===== src/rtl/decode_stage_if.sv =====
`default_nettype none
// ============================================================================
//  Module      : decode_stage_if
//  Description : Fetch/regfile/writeback/execute bundle around decode_stage.
//                The slave view belongs to the decode stage; the master view
//                belongs to whatever drives it (fetch, regfile, execute).
//  Revision    : 1.0 - initial release
// ============================================================================
interface decode_stage_if #(
    parameter int DATA_WIDTH = 32,
    parameter int ADDR_WIDTH = 5
);
    // fetch -> decode handshake
    logic                  i_valid;
    logic                  o_ready;
    logic [DATA_WIDTH-1:0] i_instr;
    logic [DATA_WIDTH-1:0] i_pc;
    logic                  i_flush;

    // register file read ports
    logic [ADDR_WIDTH-1:0] o_rd_addr_1;
    logic [ADDR_WIDTH-1:0] o_rd_addr_2;
    logic [DATA_WIDTH-1:0] i_rd_data_1;
    logic [DATA_WIDTH-1:0] i_rd_data_2;

    // writeback bypass
    logic                  i_wb_we;
    logic [ADDR_WIDTH-1:0] i_wb_addr;
    logic [DATA_WIDTH-1:0] i_wb_data;

    // decode -> execute
    logic                  i_ready;
    logic                  o_valid;
    logic [DATA_WIDTH-1:0] o_pc;
    logic [DATA_WIDTH-1:0] o_rs1_data;
    logic [DATA_WIDTH-1:0] o_rs2_data;
    logic [DATA_WIDTH-1:0] o_imm;
    logic [ADDR_WIDTH-1:0] o_rs1;
    logic [ADDR_WIDTH-1:0] o_rs2;
    logic [ADDR_WIDTH-1:0] o_rd;
    logic [3:0]            o_alu_op;
    logic [2:0]            o_funct3;
    logic                  o_reg_we;
    logic                  o_mem_re;
    logic                  o_mem_we;
    logic                  o_branch;
    logic                  o_jal;
    logic                  o_jalr;
    logic                  o_lui;
    logic                  o_auipc;
    logic                  o_alu_src_imm;
    logic                  o_illegal;

    modport master (
        output i_valid, i_instr, i_pc, i_flush,
        output i_rd_data_1, i_rd_data_2,
        output i_wb_we, i_wb_addr, i_wb_data,
        output i_ready,
        input  o_ready, o_rd_addr_1, o_rd_addr_2,
        input  o_valid, o_pc, o_rs1_data, o_rs2_data, o_imm,
        input  o_rs1, o_rs2, o_rd, o_alu_op, o_funct3,
        input  o_reg_we, o_mem_re, o_mem_we, o_branch, o_jal, o_jalr,
        input  o_lui, o_auipc, o_alu_src_imm, o_illegal
    );

    modport slave (
        input  i_valid, i_instr, i_pc, i_flush,
        input  i_rd_data_1, i_rd_data_2,
        input  i_wb_we, i_wb_addr, i_wb_data,
        input  i_ready,
        output o_ready, o_rd_addr_1, o_rd_addr_2,
        output o_valid, o_pc, o_rs1_data, o_rs2_data, o_imm,
        output o_rs1, o_rs2, o_rd, o_alu_op, o_funct3,
        output o_reg_we, o_mem_re, o_mem_we, o_branch, o_jal, o_jalr,
        output o_lui, o_auipc, o_alu_src_imm, o_illegal
    );
endinterface
`default_nettype wire


===== src/rtl/decode_stage.sv =====
`default_nettype none
// ============================================================================
//  Module      : decode_stage
//  Description : RV32I-style decode stage with a single output register
//                (EMPTY/FULL), register-file read with writeback bypass,
//                immediate generation and control decode.
//  Revision    : 1.0 - initial release
// ============================================================================
module decode_stage #(
    parameter int DATA_WIDTH = 32,
    parameter int ADDR_WIDTH = 5
) (
    input  wire logic        clk,
    input  wire logic        rst,      // synchronous, active low
    decode_stage_if.slave    bus
);

    localparam logic [6:0] c_OP_R      = 7'b0110011;
    localparam logic [6:0] c_OP_IALU   = 7'b0010011;
    localparam logic [6:0] c_OP_LOAD   = 7'b0000011;
    localparam logic [6:0] c_OP_STORE  = 7'b0100011;
    localparam logic [6:0] c_OP_BRANCH = 7'b1100011;
    localparam logic [6:0] c_OP_JAL    = 7'b1101111;
    localparam logic [6:0] c_OP_JALR   = 7'b1100111;
    localparam logic [6:0] c_OP_LUI    = 7'b0110111;
    localparam logic [6:0] c_OP_AUIPC  = 7'b0010111;

    typedef enum logic [0:0] {
        S_EMPTY = 1'b0,
        S_FULL  = 1'b1
    } state_t;

    state_t r_state;
    state_t w_state_next;
    logic   w_capture;

    // instruction fields
    logic [6:0]            w_opcode;
    logic [2:0]            w_funct3;
    logic [ADDR_WIDTH-1:0] w_rs1;
    logic [ADDR_WIDTH-1:0] w_rs2;
    logic [ADDR_WIDTH-1:0] w_rd;
    logic                  w_sign;

    // decoded values
    logic [DATA_WIDTH-1:0] w_imm;
    logic [3:0]            w_alu_op;
    logic                  w_reg_we;
    logic                  w_mem_re;
    logic                  w_mem_we;
    logic                  w_branch;
    logic                  w_jal;
    logic                  w_jalr;
    logic                  w_lui;
    logic                  w_auipc;
    logic                  w_alu_src_imm;
    logic                  w_illegal;
    logic [DATA_WIDTH-1:0] w_rs1_data;
    logic [DATA_WIDTH-1:0] w_rs2_data;

    // output register
    logic [DATA_WIDTH-1:0] r_pc;
    logic [DATA_WIDTH-1:0] r_rs1_data;
    logic [DATA_WIDTH-1:0] r_rs2_data;
    logic [DATA_WIDTH-1:0] r_imm;
    logic [ADDR_WIDTH-1:0] r_rs1;
    logic [ADDR_WIDTH-1:0] r_rs2;
    logic [ADDR_WIDTH-1:0] r_rd;
    logic [3:0]            r_alu_op;
    logic [2:0]            r_funct3;
    logic                  r_reg_we;
    logic                  r_mem_re;
    logic                  r_mem_we;
    logic                  r_branch;
    logic                  r_jal;
    logic                  r_jalr;
    logic                  r_lui;
    logic                  r_auipc;
    logic                  r_alu_src_imm;
    logic                  r_illegal;

    assign w_opcode = bus.i_instr[6:0];
    assign w_funct3 = bus.i_instr[14:12];
    assign w_rs1    = bus.i_instr[19:15];
    assign w_rs2    = bus.i_instr[24:20];
    assign w_rd     = bus.i_instr[11:7];
    assign w_sign   = bus.i_instr[31];

    // Register-file addresses come straight from the presented instruction
    // so the combinational read data is ready by the capture edge.
    assign bus.o_rd_addr_1 = w_rs1;
    assign bus.o_rd_addr_2 = w_rs2;

    // No skid buffer: accept only when the output slot is free or draining.
    assign bus.o_ready = (r_state == S_EMPTY) || bus.i_ready;
    assign w_capture   = bus.i_valid && bus.o_ready && !bus.i_flush;

    // Output slot occupancy register.
    always_ff @(posedge clk) begin
        if (!rst) begin
            r_state <= S_EMPTY;
        end else begin
            r_state <= w_state_next;
        end
    end

    // Occupancy next state: flush wins, then capture, then drain.
    always_comb begin
        w_state_next = r_state;
        case (r_state)
            S_EMPTY: begin
                if (w_capture) begin
                    w_state_next = S_FULL;
                end
            end
            S_FULL: begin
                if (bus.i_flush) begin
                    w_state_next = S_EMPTY;
                end else if (w_capture) begin
                    w_state_next = S_FULL;
                end else if (bus.i_ready) begin
                    w_state_next = S_EMPTY;
                end
            end
            default: w_state_next = S_EMPTY;
        endcase
    end

    // Opcode decode, immediate selection and control flags.
    always_comb begin
        w_imm         = '0;
        w_alu_op      = 4'b0000;
        w_reg_we      = 1'b0;
        w_mem_re      = 1'b0;
        w_mem_we      = 1'b0;
        w_branch      = 1'b0;
        w_jal         = 1'b0;
        w_jalr        = 1'b0;
        w_lui         = 1'b0;
        w_auipc       = 1'b0;
        w_alu_src_imm = 1'b0;
        w_illegal     = 1'b0;
        case (w_opcode)
            c_OP_R: begin
                w_alu_op = {bus.i_instr[30], w_funct3};
                w_reg_we = 1'b1;
            end
            c_OP_IALU: begin
                // bit 30 only distinguishes SRAI from SRLI
                w_alu_op      = {(w_funct3 == 3'b101) ? bus.i_instr[30] : 1'b0, w_funct3};
                w_imm         = {{(DATA_WIDTH-12){w_sign}}, bus.i_instr[31:20]};
                w_reg_we      = 1'b1;
                w_alu_src_imm = 1'b1;
            end
            c_OP_LOAD: begin
                w_imm         = {{(DATA_WIDTH-12){w_sign}}, bus.i_instr[31:20]};
                w_reg_we      = 1'b1;
                w_mem_re      = 1'b1;
                w_alu_src_imm = 1'b1;
            end
            c_OP_STORE: begin
                w_imm         = {{(DATA_WIDTH-12){w_sign}}, bus.i_instr[31:25], bus.i_instr[11:7]};
                w_mem_we      = 1'b1;
                w_alu_src_imm = 1'b1;
            end
            c_OP_BRANCH: begin
                w_imm    = {{(DATA_WIDTH-13){w_sign}}, bus.i_instr[31], bus.i_instr[7],
                            bus.i_instr[30:25], bus.i_instr[11:8], 1'b0};
                w_branch = 1'b1;
            end
            c_OP_JAL: begin
                w_imm         = {{(DATA_WIDTH-21){w_sign}}, bus.i_instr[31], bus.i_instr[19:12],
                                 bus.i_instr[20], bus.i_instr[30:21], 1'b0};
                w_reg_we      = 1'b1;
                w_jal         = 1'b1;
                w_alu_src_imm = 1'b1;
            end
            c_OP_JALR: begin
                w_imm         = {{(DATA_WIDTH-12){w_sign}}, bus.i_instr[31:20]};
                w_reg_we      = 1'b1;
                w_jalr        = 1'b1;
                w_alu_src_imm = 1'b1;
            end
            c_OP_LUI: begin
                w_imm         = {{(DATA_WIDTH-32){w_sign}}, bus.i_instr[31:12], 12'b0};
                w_reg_we      = 1'b1;
                w_lui         = 1'b1;
                w_alu_src_imm = 1'b1;
            end
            c_OP_AUIPC: begin
                w_imm         = {{(DATA_WIDTH-32){w_sign}}, bus.i_instr[31:12], 12'b0};
                w_reg_we      = 1'b1;
                w_auipc       = 1'b1;
                w_alu_src_imm = 1'b1;
            end
            default: begin
                w_illegal = 1'b1;
            end
        endcase
        // x0 is never a real destination
        if (w_rd == '0) begin
            w_reg_we = 1'b0;
        end
    end

    // Source operands: x0 reads zero, otherwise the in-flight writeback wins.
    always_comb begin
        w_rs1_data = bus.i_rd_data_1;
        w_rs2_data = bus.i_rd_data_2;
        if (w_rs1 == '0) begin
            w_rs1_data = '0;
        end else if (bus.i_wb_we && (bus.i_wb_addr == w_rs1)) begin
            w_rs1_data = bus.i_wb_data;
        end
        if (w_rs2 == '0) begin
            w_rs2_data = '0;
        end else if (bus.i_wb_we && (bus.i_wb_addr == w_rs2)) begin
            w_rs2_data = bus.i_wb_data;
        end
    end

    // Output register payload: loads on capture, holds otherwise.
    always_ff @(posedge clk) begin
        if (!rst) begin
            r_pc          <= '0;
            r_rs1_data    <= '0;
            r_rs2_data    <= '0;
            r_imm         <= '0;
            r_rs1         <= '0;
            r_rs2         <= '0;
            r_rd          <= '0;
            r_alu_op      <= '0;
            r_funct3      <= '0;
            r_reg_we      <= 1'b0;
            r_mem_re      <= 1'b0;
            r_mem_we      <= 1'b0;
            r_branch      <= 1'b0;
            r_jal         <= 1'b0;
            r_jalr        <= 1'b0;
            r_lui         <= 1'b0;
            r_auipc       <= 1'b0;
            r_alu_src_imm <= 1'b0;
            r_illegal     <= 1'b0;
        end else if (w_capture) begin
            r_pc          <= bus.i_pc;
            r_rs1_data    <= w_rs1_data;
            r_rs2_data    <= w_rs2_data;
            r_imm         <= w_imm;
            r_rs1         <= w_rs1;
            r_rs2         <= w_rs2;
            r_rd          <= w_rd;
            r_alu_op      <= w_alu_op;
            r_funct3      <= w_funct3;
            r_reg_we      <= w_reg_we;
            r_mem_re      <= w_mem_re;
            r_mem_we      <= w_mem_we;
            r_branch      <= w_branch;
            r_jal         <= w_jal;
            r_jalr        <= w_jalr;
            r_lui         <= w_lui;
            r_auipc       <= w_auipc;
            r_alu_src_imm <= w_alu_src_imm;
            r_illegal     <= w_illegal;
        end
    end

    assign bus.o_valid       = (r_state == S_FULL);
    assign bus.o_pc          = r_pc;
    assign bus.o_rs1_data    = r_rs1_data;
    assign bus.o_rs2_data    = r_rs2_data;
    assign bus.o_imm         = r_imm;
    assign bus.o_rs1         = r_rs1;
    assign bus.o_rs2         = r_rs2;
    assign bus.o_rd          = r_rd;
    assign bus.o_alu_op      = r_alu_op;
    assign bus.o_funct3      = r_funct3;
    assign bus.o_reg_we      = r_reg_we;
    assign bus.o_mem_re      = r_mem_re;
    assign bus.o_mem_we      = r_mem_we;
    assign bus.o_branch      = r_branch;
    assign bus.o_jal         = r_jal;
    assign bus.o_jalr        = r_jalr;
    assign bus.o_lui         = r_lui;
    assign bus.o_auipc       = r_auipc;
    assign bus.o_alu_src_imm = r_alu_src_imm;
    assign bus.o_illegal     = r_illegal;

endmodule
`default_nettype wire


===== src/flat_wrapper.sv =====
// flat-port wrapper written by rule: the top's interface ports become plain ports
module decode_stage_flat 
#(
    parameter int DATA_WIDTH = 32,
    parameter int ADDR_WIDTH = 5
)
  (clk, rst, bus_i_valid, bus_i_instr, bus_i_pc, bus_i_flush, bus_i_rd_data_1, bus_i_rd_data_2, bus_i_wb_we, bus_i_wb_addr, bus_i_wb_data, bus_i_ready, bus_o_ready, bus_o_rd_addr_1, bus_o_rd_addr_2, bus_o_valid, bus_o_pc, bus_o_rs1_data, bus_o_rs2_data, bus_o_imm, bus_o_rs1, bus_o_rs2, bus_o_rd, bus_o_alu_op, bus_o_funct3, bus_o_reg_we, bus_o_mem_re, bus_o_mem_we, bus_o_branch, bus_o_jal, bus_o_jalr, bus_o_lui, bus_o_auipc, bus_o_alu_src_imm, bus_o_illegal);
  decode_stage_if #(.DATA_WIDTH(DATA_WIDTH), .ADDR_WIDTH(ADDR_WIDTH)) bus_i ();
  input  wire logic clk;
  input  wire logic rst;
  input wire logic [$bits(bus_i.i_valid)-1:0] bus_i_valid;
  input wire logic [$bits(bus_i.i_instr)-1:0] bus_i_instr;
  input wire logic [$bits(bus_i.i_pc)-1:0] bus_i_pc;
  input wire logic [$bits(bus_i.i_flush)-1:0] bus_i_flush;
  input wire logic [$bits(bus_i.i_rd_data_1)-1:0] bus_i_rd_data_1;
  input wire logic [$bits(bus_i.i_rd_data_2)-1:0] bus_i_rd_data_2;
  input wire logic [$bits(bus_i.i_wb_we)-1:0] bus_i_wb_we;
  input wire logic [$bits(bus_i.i_wb_addr)-1:0] bus_i_wb_addr;
  input wire logic [$bits(bus_i.i_wb_data)-1:0] bus_i_wb_data;
  input wire logic [$bits(bus_i.i_ready)-1:0] bus_i_ready;
  output wire logic [$bits(bus_i.o_ready)-1:0] bus_o_ready;
  output wire logic [$bits(bus_i.o_rd_addr_1)-1:0] bus_o_rd_addr_1;
  output wire logic [$bits(bus_i.o_rd_addr_2)-1:0] bus_o_rd_addr_2;
  output wire logic [$bits(bus_i.o_valid)-1:0] bus_o_valid;
  output wire logic [$bits(bus_i.o_pc)-1:0] bus_o_pc;
  output wire logic [$bits(bus_i.o_rs1_data)-1:0] bus_o_rs1_data;
  output wire logic [$bits(bus_i.o_rs2_data)-1:0] bus_o_rs2_data;
  output wire logic [$bits(bus_i.o_imm)-1:0] bus_o_imm;
  output wire logic [$bits(bus_i.o_rs1)-1:0] bus_o_rs1;
  output wire logic [$bits(bus_i.o_rs2)-1:0] bus_o_rs2;
  output wire logic [$bits(bus_i.o_rd)-1:0] bus_o_rd;
  output wire logic [$bits(bus_i.o_alu_op)-1:0] bus_o_alu_op;
  output wire logic [$bits(bus_i.o_funct3)-1:0] bus_o_funct3;
  output wire logic [$bits(bus_i.o_reg_we)-1:0] bus_o_reg_we;
  output wire logic [$bits(bus_i.o_mem_re)-1:0] bus_o_mem_re;
  output wire logic [$bits(bus_i.o_mem_we)-1:0] bus_o_mem_we;
  output wire logic [$bits(bus_i.o_branch)-1:0] bus_o_branch;
  output wire logic [$bits(bus_i.o_jal)-1:0] bus_o_jal;
  output wire logic [$bits(bus_i.o_jalr)-1:0] bus_o_jalr;
  output wire logic [$bits(bus_i.o_lui)-1:0] bus_o_lui;
  output wire logic [$bits(bus_i.o_auipc)-1:0] bus_o_auipc;
  output wire logic [$bits(bus_i.o_alu_src_imm)-1:0] bus_o_alu_src_imm;
  output wire logic [$bits(bus_i.o_illegal)-1:0] bus_o_illegal;
  assign bus_i.i_valid = bus_i_valid;
  assign bus_i.i_instr = bus_i_instr;
  assign bus_i.i_pc = bus_i_pc;
  assign bus_i.i_flush = bus_i_flush;
  assign bus_i.i_rd_data_1 = bus_i_rd_data_1;
  assign bus_i.i_rd_data_2 = bus_i_rd_data_2;
  assign bus_i.i_wb_we = bus_i_wb_we;
  assign bus_i.i_wb_addr = bus_i_wb_addr;
  assign bus_i.i_wb_data = bus_i_wb_data;
  assign bus_i.i_ready = bus_i_ready;
  assign bus_o_ready = bus_i.o_ready;
  assign bus_o_rd_addr_1 = bus_i.o_rd_addr_1;
  assign bus_o_rd_addr_2 = bus_i.o_rd_addr_2;
  assign bus_o_valid = bus_i.o_valid;
  assign bus_o_pc = bus_i.o_pc;
  assign bus_o_rs1_data = bus_i.o_rs1_data;
  assign bus_o_rs2_data = bus_i.o_rs2_data;
  assign bus_o_imm = bus_i.o_imm;
  assign bus_o_rs1 = bus_i.o_rs1;
  assign bus_o_rs2 = bus_i.o_rs2;
  assign bus_o_rd = bus_i.o_rd;
  assign bus_o_alu_op = bus_i.o_alu_op;
  assign bus_o_funct3 = bus_i.o_funct3;
  assign bus_o_reg_we = bus_i.o_reg_we;
  assign bus_o_mem_re = bus_i.o_mem_re;
  assign bus_o_mem_we = bus_i.o_mem_we;
  assign bus_o_branch = bus_i.o_branch;
  assign bus_o_jal = bus_i.o_jal;
  assign bus_o_jalr = bus_i.o_jalr;
  assign bus_o_lui = bus_i.o_lui;
  assign bus_o_auipc = bus_i.o_auipc;
  assign bus_o_alu_src_imm = bus_i.o_alu_src_imm;
  assign bus_o_illegal = bus_i.o_illegal;
  decode_stage #(.DATA_WIDTH(DATA_WIDTH), .ADDR_WIDTH(ADDR_WIDTH)) u_core (.clk(clk), .rst(rst), .bus(bus_i));
endmodule

===== config.mk =====
export PLATFORM = sky130hd
export DESIGN_NAME = decode_stage_flat
export DESIGN_NICKNAME = d
export VERILOG_FILES = /design/src/rtl/decode_stage_if.sv /design/src/rtl/decode_stage.sv /design/src/flat_wrapper.sv
export SDC_FILE = /design/constraint.sdc
export NUM_CORES = 1
export LEC_CHECK = 0
export CORE_ASPECT_RATIO = 0.5
export CORE_MARGIN = 1
export CORE_UTILIZATION = 40
export DETAILED_ROUTE_END_ITERATION = 8
export GPL_TIMING_DRIVEN = 0
export HOLD_SLACK_MARGIN = 0.08
export PLACE_DENSITY = 0.85
export SYNTH_ARGS = -nofsm -noshare
export SYNTH_HDL_FRONTEND = slang
export SYNTH_SLANG_ARGS = --single-unit

===== constraint.sdc =====
create_clock -name clk -period 1.9 [get_ports clk]
set_input_delay 0.38 -clock clk [delete_from_list [all_inputs] [get_ports clk]]
set_output_delay 0.38 -clock clk [all_outputs]
set_load 0.02 [all_outputs]

==> out/summary.txt <==
DIE
---------------------------------------------------------------------------------
Area of the core region                                                 15800 um2
Io pins                                                                       343
Initial Util                                                                42.0%
Number of rows created at floorplan                                            32
Chip height                                                               93.1 um
Die Area                                                                17100 um2
Chip Width                                                                 184 um

CLOCK TREE
---------------------------------------------------------------------------------
CTS tree                                                                    built
# H-tree levels                                                                 4
Clock tree buffer depth                                                         2
Root buf cell                                                        sky130_fd_sc_hd__clkbuf_16
Clock slew seen by the registers of the worst setup and hold paths        0.07 ns
Skew-Pair Late Insertion Delay                                            0.43 ns
Total clock buffers created by CTS                                             17
Total clock sinks                                                             161

DRT
---------------------------------------------------------------------------------
Routed wire length on met2                                               12500 um
Detail-routed net length per standard cell                                18.1 um
Vias/cell                                                                    5.09
Total wirelength of the detailed-routed design                           24500 um
Met3 WL                                                                   1930 um
Top layer used by detailed routing                                           met4
Total number of vias                                                         6907
Detailed-routing iteration count for the pre-antenna-repair pass                6
Number of remaining DRC errors                                                  0
Initial drt markers                                                           376
Number of nets still failing antenna checks after routing                       0
Routed met1 length                                                        9580 um

WORST SETUP PATH
---------------------------------------------------------------------------------
Crit-path leading delay family                                       buffers and inverters
Crit-path slowest cell                                               sky130_fd_sc_hd__clkdlybuf4s50_1
Setup crit start kind                                                primary input
Worst stage delay on the critical path                                    0.60 ns
Instance count on the critical path                                             3
Data required time of the worst path                                      1.52 ns
Buffering stage count on the worst path with inverters included                 3
Ordered cell list for the critical path                              dlygate4sd2_1 > buf_4 > clkdlybuf4s50_1
Endpoint type of the worst setup path                                  output pin
Arr. time, crit path                                                      1.50 ns
Crit Path Class                                                      primary input to output pin
Slack of the worst reg-to-reg path                                        0.15 ns
Worst-path maximum fanout                                                       5
R2R depth                                                                       7

SYNTH
---------------------------------------------------------------------------------
Syn_nets                                                                      921
Count of distinct cell types in the synthesized netlist                        50
Cell type contributing the most total cell area after synthesis      sky130_fd_sc_hd__dfxtp_1
Synthesis warning total                                                         0
Area share of the largest cell type after synthesis                         48.6%
Average footprint of a synthesized cell                                  8.85 um2
Sequential cell area fraction in the yosys report                           48.6%
Mapped Area                                                              6640 um2
Flops & latches, synth                                                        161
Cell types with the largest area share after synthesis               sky130_fd_sc_hd__dfxtp_1 (49%), sky130_fd_sc_hd__nand2_1 (11%), sky130_fd_sc_hd__mux2i_1 (9.7%), sky130_fd_sc_hd__a21oi_1 (5.2%), sky130_fd_sc_hd__o21ai_1 (4.1%)
Gate count of the mapped netlist                                              750

LAYOUT
---------------------------------------------------------------------------------
Antenna diode count                                                             0
Final non-filler cell total                                                  1357
Area Overhead vs Synth                                                      69.3%
Layout cell share with drive strength beyond 1                              10.9%
Final #Nets                                                                  1294

PLACED DESIGN
---------------------------------------------------------------------------------
Placer congestion estimate                                                  0.864
Quantity of I/O buffers inserted on ports                                     340
Worst-case setup slack after placement                                  -0.731 ns
Half-perimeter wire length after placement                               18400 um
Instance count after placement with tap cells included                       1311

TIMING
---------------------------------------------------------------------------------
Final hold violation count                                                      0
Final critical-path required period                                       1.88 ns
Finish-stage setup viols                                                        0
Final worst slack                                                       0.0155 ns
Worst Tran Pin Value                                                     0.749 ns
Final count of pins violating max slew                                          0
Final cycle utilization of the critical path                                99.2%
Post-Route Skew                                                        0.00841 ns
Maximum achievable frequency                                              531 MHz
Worst-case headroom to the max-slew limit                                   50.0%

WORST HOLD PATH
---------------------------------------------------------------------------------
Depth of the worst hold-timing path                                             3
Classification of the worst-slack hold path                          primary input to register

JOB
---------------------------------------------------------------------------------
Number of maximum-capacitance violations                                        0

PWR
---------------------------------------------------------------------------------
Maximum vdd drop                                                         0.655 mV
LEAKAGE                                                                   4.16 nW
Power per cell area                                                    763 nW/um2

GLOBAL ROUTE
---------------------------------------------------------------------------------
Leftover overflow at the end of global routing                                  0
Maximum number of pins on one net before global-route repair                   17
Number of global-route vias before repair                                    6849
Wire length of the first global-routing pass                             36300 um
All-Layer GR Usage                                                          27.4%
Number of antenna violations at the first check in global routing               0

OUTCOME
---------------------------------------------------------------------------------
Outcome                                                                 completed

## registers in the layout (all words and copies together) (netlist names), 3 cells and up
register,cells
u_core.bus.o_imm,32
u_core.bus.o_rs1_data,32
u_core.bus.o_pc,32
u_core.bus.o_funct3,3
u_core.bus.o_rs2_data,32
u_core.bus.o_alu_op,4
u_core.bus.o_rs2,5
u_core.bus.o_rs1,5
u_core.bus.o_rd,5
## power by group
part           switching, mW  internal [mW]
Combinational          0.677          0.725
Clock                   1.58           2.02
Sequential            0.0668           3.50
## worst min-delay path, cell delays in order
cell and delay [ns]:
sky130_fd_sc_hd__buf_2 0.16, sky130_fd_sc_hd__nand3_1 0.08, sky130_fd_sc_hd__a21oi_1 0.06
## synth_stat cells (all sizes together)
cell type and n:
nand2 193, dfxtp 161, o21ai 78, a21oi 71
mux2i 64, buf 33, clkbuf 30, nor2 15
and3 14, a211o 11, a22oi 9, xor2 8
nand3 6, nor3 6, a22o 5, a31oi 5
inv 5, or3 4, or4 4, a2bb2oi 3
nand2b 3, o211ai 3, and2 2, nand4 2
nor4 2, xnor2 2, a211oi 1, a222oi 1
a32o 1, and4b 1, nand3b 1, nand4b 1
nor2b 1, o2111ai 1, o211a 1, o21a 1
o31ai 1
## layout by cell type, fill, tap and decap left out, types with 9 or more instances in the layout
cell,count
sky130_fd_sc_hd__nor2_1,13
sky130_fd_sc_hd__and3_1,14
sky130_fd_sc_hd__o21ai_1,53
sky130_fd_sc_hd__a22oi_1,9
sky130_fd_sc_hd__clkbuf_1,17
sky130_fd_sc_hd__buf_4,22
sky130_fd_sc_hd__clkdlybuf4s50_1,327
sky130_fd_sc_hd__a21oi_1,69
sky130_fd_sc_hd__clkbuf_16,20
sky130_fd_sc_hd__o21ai_0,24
sky130_fd_sc_hd__mux2i_1,53
sky130_fd_sc_hd__clkbuf_2,13
sky130_fd_sc_hd__nand2_1,192
sky130_fd_sc_hd__a211o_1,11
sky130_fd_sc_hd__dfxtp_1,161
## layer usage
layer / vias to the layer above / global-route usage (%)
met1: 3308 / 30.8
met4: 0 / 9.17
met5: - / 0
met2: 245 / 49.1
li1: 3317 / -
met3: 37 / 8.96
## path summary, 6_finish.rpt
kind,from,to
worst min register to register,u_core.bus.o_rs2_data[9]$_SDFFE_PN0P_,u_core.bus.o_rs2_data[9]$_SDFFE_PN0P_
worst max register to register,u_core.bus.o_valid$_SDFF_PN0_,u_core.bus.o_mem_we$_SDFFE_PN0P_
worst min-delay path,bus_i_instr[6],u_core.bus.o_branch$_SDFFE_PN0P_
worst max-delay path,bus_i_instr[16],bus_o_rd_addr_1[1]
## cells by family after synthesis
| logic type | count (synthesis) | share of synthesized area (%) |
|---|---|---|
| AND/OR/NAND/NOR | 255 | 16.9 |
| AO/OA/AOI/OAI | 192 | 17.2 |
| flip-flops | 161 | 48.6 |
| buffers and inverters | 68 | 6.30 |
| multiplexers | 64 | 9.65 |
| XOR/XNOR | 10 | 1.32 |
## per-stage QoR
step	util [%]	TNS, ns	hold WS, ns	cell area [um2]	total power, mW
floorplan	-	0	0.498	6640	4.18
global placement	65.2	-85.12	0.436	10300	4.96
detailed placement	65.2	-84.05	0.443	10300	4.99
CTS	69.3	0	0.279	11000	8.55
global route	71.1	-0.0251	0.310	11200	8.83
finish	71.1	0	0.303	11200	8.57
## final cells by class
cell class	instances	area [um2]
multi-input cells	521	3100
plain buffers	63	442
repair buffers	354	3570
clock buffers	18	439
clock inverters	14	170
inverters	5	18.8
flip-flops and latches	161	3220
well taps	221	277
fillers	1193	4580
## repair_timing
action,in CTS,in global routing
buffers inserted,2,9
setup endpoints to repair,129,122
pin swaps,0,6
resized for setup,20,42
hold buffers,0,0
cloned,0,3
No activity file was read; power rests on OpenSTA's default activity.
